**src/rtl/sd_apb_master.sv**
```systemverilog
// Single-outstanding APB master feeding the SD-card controller's register port.
// Latency: request accepted at edge N -> SETUP N+1, ACCESS N+2.., response held from N+3 (zero-wait).
// Backpressure: req_ready only in IDLE; the response is held until rsp_ready; a hung slave is aborted by a watchdog.
//
// Ports
//   clk, nreset                      : rising-edge clock, async active-low reset
//   req_valid/req_ready              : request handshake (addr, write, wdata)
//   rsp_valid/rsp_ready              : held response (rdata, error)
//   apb_PADDR..apb_PWDATA            : APB master outputs (all registered)
//   apb_PREADY, apb_PRDATA           : APB slave inputs, only looked at during ACCESS
module sd_apb_master #(
  parameter int unsigned TIMEOUT = 1023,
  parameter int unsigned CW      = 16
) (
  input  logic        clk,
  input  logic        nreset,
  input  logic        req_valid,
  output logic        req_ready,
  input  logic [4:0]  req_addr,
  input  logic        req_write,
  input  logic [31:0] req_wdata,
  output logic        rsp_valid,
  input  logic        rsp_ready,
  output logic [31:0] rsp_rdata,
  output logic        rsp_error,
  output logic [4:0]  apb_PADDR,
  output logic        apb_PSEL,
  output logic        apb_PENABLE,
  output logic        apb_PWRITE,
  output logic [31:0] apb_PWDATA,
  input  logic        apb_PREADY,
  input  logic [31:0] apb_PRDATA
);

  typedef enum logic [1:0] {
    IDLE   = 2'd0,
    SETUP  = 2'd1,
    ACCESS = 2'd2,
    RESP   = 2'd3
  } state_t;

  // Counter value on the last ACCESS cycle we are willing to wait.
  localparam logic [CW-1:0] CNT_LAST = CW'(TIMEOUT - 1);

  state_t        state_q, state_d;
  logic [CW-1:0] cnt_q, cnt_d;
  logic          load_req;
  logic          done_ok;
  logic          done_abort;

  always_comb begin
    state_d    = state_q;
    cnt_d      = cnt_q;
    load_req   = 1'b0;
    done_ok    = 1'b0;
    done_abort = 1'b0;
    case (state_q)
      IDLE: begin
        if (req_valid) begin
          load_req = 1'b1;
          cnt_d    = '0;
          state_d  = SETUP;
        end
      end
      SETUP: begin
        state_d = ACCESS;
      end
      ACCESS: begin
        // PREADY is checked first so a completion on the final watchdog
        // cycle is reported as a normal transfer.
        if (apb_PREADY) begin
          done_ok = 1'b1;
          state_d = RESP;
        end else if (cnt_q == CNT_LAST) begin
          done_abort = 1'b1;
          state_d    = RESP;
        end else if (cnt_q != '1) begin
          cnt_d = cnt_q + 1'b1;
        end
      end
      RESP: begin
        if (rsp_ready) begin
          state_d = IDLE;
        end
      end
      default: begin
        state_d = IDLE;
      end
    endcase
  end

  // Handshake and APB strobes are flopped from the next state so every
  // output comes straight from a register and reset clears them at once.
  always_ff @(posedge clk or negedge nreset) begin
    if (!nreset) begin
      state_q     <= IDLE;
      cnt_q       <= '0;
      req_ready   <= 1'b1;
      rsp_valid   <= 1'b0;
      rsp_rdata   <= '0;
      rsp_error   <= 1'b0;
      apb_PADDR   <= '0;
      apb_PSEL    <= 1'b0;
      apb_PENABLE <= 1'b0;
      apb_PWRITE  <= 1'b0;
      apb_PWDATA  <= '0;
    end else begin
      state_q     <= state_d;
      cnt_q       <= cnt_d;
      req_ready   <= (state_d == IDLE);
      rsp_valid   <= (state_d == RESP);
      apb_PSEL    <= (state_d == SETUP) || (state_d == ACCESS);
      apb_PENABLE <= (state_d == ACCESS);

      // Address/data registers double as the APB outputs and simply hold
      // between transfers.
      if (load_req) begin
        apb_PADDR  <= req_addr;
        apb_PWRITE <= req_write;
        apb_PWDATA <= req_wdata;
      end

      if (done_ok) begin
        rsp_rdata <= apb_PWRITE ? 32'd0 : apb_PRDATA;
        rsp_error <= 1'b0;
      end else if (done_abort) begin
        rsp_rdata <= 32'd0;
        rsp_error <= 1'b1;
      end
    end
  end

endmodule
```
**config.mk**
```make
export PLATFORM = sky130hd
export DESIGN_NAME = sd_apb_master
export DESIGN_NICKNAME = d
export VERILOG_FILES = /design/src/rtl/sd_apb_master.sv
export SDC_FILE = /design/constraint.sdc
export NUM_CORES = 1
export LEC_CHECK = 0
export ABC_AREA = 0
export CAP_MARGIN = 20
export CORE_MARGIN = 8
export CORE_UTILIZATION = 45
export CTS_BUF_LIST = sky130_fd_sc_hd__clkbuf_8
export DETAILED_ROUTE_END_ITERATION = 8
export PLACE_DENSITY = 0.83
export SETUP_SLACK_MARGIN = 0.2
export SYNTH_ARGS = -nofsm -noshare
export SYNTH_HDL_FRONTEND = slang
export SYNTH_SLANG_ARGS = --single-unit
```
**constraint.sdc**
```tcl
create_clock -name clk -period 2.8 [get_ports clk]
set_input_delay 0.42 -clock clk [delete_from_list [all_inputs] [get_ports clk]]
set_output_delay 0.42 -clock clk [all_outputs]
set_load 0.01 [all_outputs]
```
Word level (Yosys, flattened, before mapping)
Index checks and enable logic that the tools add are counted.
Widths: inputs -> output; s select.
{ "classes": {"addsub": 1, "eq_ne": 12, "muxes": 22, "reduce_logical": 6} }
{ "op_table": {"columns": ["cell", "n"], "rows": [
  ["$mux 32", 3],
  ["$mux 16", 4],
  ["$pmux 16 s2", 1],
  ["$add 16x1->16 const B", 1],
  ["$eq 16x10->1 const B", 1],
  ["$ne 16x16->1 const B", 1],
  ["$mux 1", 9],
  ["$eq 2x2->1 const B", 4],
  ["$mux 2", 4],
  ["$ne 2x2->1 const B", 4],
  ["$pmux 2 s4", 1],
  ["$reduce_and 5->1", 1],
  ["$eq 2x1->1 const B", 2],
  ["$logic_not 2->1", 2],
  ["$reduce_bool 2->1", 2],
  ["$logic_or 1x1->1", 1]
]} }
{ "totals": {"ff_bits": 93, "output_inout_bits": 75} }

Depth between registers and ports, before layout
{ "depth": {"ltp_word": 6, "mapped_depth": 8} }

Worst setup path before layout
OpenSTA, ideal clock, no wires.
{ "synth_path": {"path_kind": "flip-flop to flip-flop", "startpoint": "register cnt_q[0]", "endpoint": "register apb_PSEL", "t_arrival_ns": 1.994, "t_required_ns": 2.674, "path_slack_ns": 0.680, "path_stages_with_launch": 8, "path_buffers": 0, "synth_period_minus_slack_ns": 2.120, "cell_sequence": "dfrtp_1 -> inv_1 -> ha_1 -> or4b_4 -> nor4_4 -> o21ai_2 -> o211a_1 -> ha_1"} }
{ "synth_via": {"elab_chain_cells": 6} }
{ "synth_lines": {"columns": ["item", "line_no", "source"], "rows": [
  ["from (decl)", "46", "logic [CW-1:0] cnt_q, cnt_d;"],
  ["from (signal assigned)", "109", "cnt_q <= cnt_d;"],
  ["$eq 16x10->1 (*)", "74", "end else if (cnt_q == CNT_LAST) begin"],
  ["$mux 2 (*)", "74", null],
  ["$mux 2 (*)", "71", "if (apb_PREADY) begin"],
  ["$pmux 2 s4 (*)", "57", "case (state_q)"],
  ["$eq 2x1->1 / $eq 2x2->1 (equally long branches)", "112", "apb_PSEL <= (state_d == SETUP) || (state_d == ACCESS);"],
  ["$logic_or 1x1->1 (*)", "112", null],
  ["to (signal assigned)", "112", null],
  ["to (decl)", "27", "output logic apb_PSEL,"]
]} }
Mark *: on every way between the ends. The rest lies on a longest branch, timed or not.
A chain may end at the register's enable or synchronous reset.

Worst setup path in the final report
{ "layout_path": {"startpoint": "register cnt_q[0]", "endpoint": "register cnt_q[12]"} }
{ "layout_via": {"elab_chain_cells": 5} }
{ "layout_lines": {"columns": ["item", "line_no", "source"], "rows": [
  ["$add 16x1->16", "78", "cnt_d = cnt_q + 1'b1;"],
  ["$mux 16", "77", "end else if (cnt_q != '1) begin"],
  ["$mux 16", "74", null],
  ["$mux 16", "71", null],
  ["$pmux 16 s2", "57", null]
]} }
Parallel ways exist; a longest one is shown, timed or not. The select of a mux whose other input is x is not followed.

==> qor.csv <==
stage,metric,value,unit
clock_tree,cts_sinks,93,
pwr,p_leak,0.00255,uW
final_layout,nFillCells,666,
sta,fin_skew,0.0111,ns
place,post_dp_cell_area,5470,um^2
yosys,yosysUniqueCellTypes,45,
route,ant_nets,0,
pwr,power-per-cell-area,981,nW/um^2
sta,rsz0062_at_grt,no,
sta,slew_viol_final,0,
floorplanning,io_pins,150,
sta,setup_tns,0,ns
final_layout,syn2layout_area_growth,44.6,%
sta,hold_violations,0,
floorplanning,start_util,45.5,%
yosys,avgSynthCellArea,10.7,um^2
worst_setup_path,critical_path_class,reg2reg,
clock_tree,path_clk_slew,0.09,ns
yosys,seq_area_frac_synth,59.6,%
place,dp.cells,611,
global_route,antenna_found_initial,0,
yosys,yosys.area.top_type,dfrtp_1,
sta,fmax,418,MHz
worst_setup_path,critPathMaxFanout,11,
clock_tree,cts_resized,0,
global_route,grt_pass1_wl,17100,um
yosys,synth_edf_count,0,
sta,tightest_slew,0.571,ns
yosys,ys_ff_latch,93,
place,portBuffers,149,
final_layout,seq_area,2330,um^2
worst_setup_path,startpoint_type,flip-flop,
status,status,"complete, no violations",
final_layout,diodes,0,
pwr,comb_power_share,44.6,%
final_layout,drive_gt1_share,12.9,%
final_layout,layout.nets,594,
yosys,synth_nets,446,
floorplanning,rows,34,
clock_tree,cts_max_level,3,
route,drtIter0Drc,196,
floorplanning,chipWidth,109,um
clock_tree,cts_tree,built,
final_layout,multi_input_area,1430,um^2
global_route,grt_usage,18.3,%
floorplanning,die-area,11900,um^2
place,place.gp.congestion,0.902,
floorplanning,core_area,8590,um^2
clock_tree,clk_latency,0.36,ns
final_layout,finalNonFillerCells,627,
sta,relSlewSlack,61.6,%
final_layout,final_cell_area,5650,um^2
pwr,peakVddDrop,0.000363,V
worst_setup_path,cp.arrival,2.60,ns
clock_tree,cts_root_buf,clkbuf_8,
worst_hold_path,hold_path.class,in2async,
yosys,ys.flop_type,dfrtp_1,
yosys,yosysWarnings,0,
pwr,p_switching,1940,uW
route,vias,3269,
global_route,grt_max_degree,94,
clock_tree,hold_buffers,0,
worst_setup_path,cp-end-kind,flip-flop,
floorplanning,die_h,109,um
yosys,synth_top_area_share,58.9,%
yosys,syn_inst,366,
yosys,syn_area,3910,um^2
clock_tree,postCtsSetupBuffers,0,
yosys,async_flop_share,100,%
pwr,seqPwrFrac,40.2,%
route,via_per_inst,5.21,
route,drt-pass1-iter-count,4,
sta,post-route-period-util,85.5,%
run,maxCapViolations,0,
route,avgRoutedWirePerCell,17.4,um
clock_tree,cts_buffers,9,
pwr,p_int,3610,uW
global_route,grt_pass1_vias,3423,
sta,setup_violations,0,
pwr,p_clk_share,15.2,%
yosys,synthTopCellsByArea,"dfrtp_1 59%, nand2_1 12%, a22o_2 7.9%",
route,wirelength,10900,um
sta,period_needed,2.39,ns
route,drc,0,
pwr,swShare,35.0,%
global_route,globalRouteOverflowTotal,0,
yosys,netlist_top_cells_count,"125 x nand2_1, 92 x dfrtp_1, 31 x a22o_2",
yosys,yosysMostFrequentCell,nand2_1,
worst_setup_path,crit_required,3.01,ns
clock_tree,clockBufferDepth,2,
place,hpwl,7980,um
## per-layer routing
metal  global-route usage, %  wire length (um)
met2                    30.2              5480
met1                    22.2              4350
met5                       0                 0
met4                    9.45               282
met3                    3.66               773
## layout make-up
class	instances	area share, %
Clock buffer	11	2.68
Timing Repair Buffer	156	27.5
Sequential cell	93	41.2
Clock inverter	5	0.620
Multi-Input combinational cell	249	25.3
Inverter	5	0.332
Tap cell	108	2.39
## final timing paths
check | to | slack, ns | cells after the start | start
max | cnt_q[12]$_DFFE_PN0P_ | 0.41 | 7 | cnt_q[0]$_DFFE_PN0P_
min | apb_PWDATA[31]$_DFFE_PN0P_ | 0.09 | 2 | nreset
max in group asynchronous | req_ready$_DFF_PN1_ | 2.32 | 2 | nreset
min reg2reg | apb_PWDATA[19]$_DFFE_PN0P_ | 0.48 | 2 | apb_PWDATA[19]$_DFFE_PN0P_
min in group clk | apb_PWDATA[19]$_DFFE_PN0P_ | 0.48 | 2 | apb_PWDATA[19]$_DFFE_PN0P_
max reg2reg | cnt_q[12]$_DFFE_PN0P_ | 0.41 | 7 | cnt_q[0]$_DFFE_PN0P_
## cells in the final DEF (no fill, tap or decap), types with 3 or more instances in the layout
cell             netlist  routed
nand3_1               10      10
a22o_2                31      31
inv_1                  5       6
clkdlybuf4s50_1        0     148
clkbuf_8               2      11
o31ai_1               16      16
o21ai_0                8       8
nor2_1                12      11
nand4_1                5       5
dfrtp_1               92      92
clkinvlp_4             0       3
ha_1                   5       5
a21oi_1                4       4
nand2_1              125     125
buf_4                  1       7
and2_1                 3       3
## flip-flops by register name, summed over array words and instances (netlist names)
name         flops
apb_PADDR        5
apb_PENABLE      1
apb_PSEL         1
apb_PWDATA      32
apb_PWRITE       1
cnt_q           16
req_ready        1
rsp_error        1
rsp_rdata       32
rsp_valid        1
state_q          2
## power by group through the flow
| stage | Clock (uW) | Combinational, uW | Sequential (uW) |
|---|---|---|---|
| final | 842 | 2480 | 2230 |
| after global routing | 922 | 2690 | 2300 |
| after global placement | 0 | 2430 | 2230 |
| after CTS | 864 | 2510 | 2220 |
| after detailed placement | 0 | 2500 | 2240 |
| after floorplan | 0 | 994 | 2420 |
## metrics by stage
stage | utilization, % | hold WS (ns) | power, uW | setup WS [ns]
2_1_floorplan | - | 0.124 | 3420 | 0.680
3_3_place_gp | 63.6 | 0.457 | 4660 | 0.485
3_5_place_dp | 63.6 | 0.462 | 4750 | 0.424
4_1_cts | 65.8 | 0.109 | 5600 | 0.396
5_1_grt | 65.8 | 0.120 | 5910 | 0.256
6_report | 65.8 | 0.0947 | 5550 | 0.407
## worst max-delay path, cell delays in order, from the launching register on
cell and delay [ns]:
dfrtp_1 0.45, inv_1 0.09, ha_1 0.13, or4b_4 0.47, nor4_4 0.36, or3_2 0.21
or2_1 0.36, o311ai_0 0.18
## logic make-up (layout without fill, tap and decap cells)
family | after synthesis | count (layout) | synth area share [%]
AOI/OAI and AO/OA | 72 | 72 | 15.6
adders and majority gates | 5 | 5 | 1.60
and+or+nand+nor | 172 | 172 | 19.3
buffers and inverters | 24 | 177 | 3.91
DFF | 93 | 93 | 59.6
No activity file was read; power rests on OpenSTA's default activity.
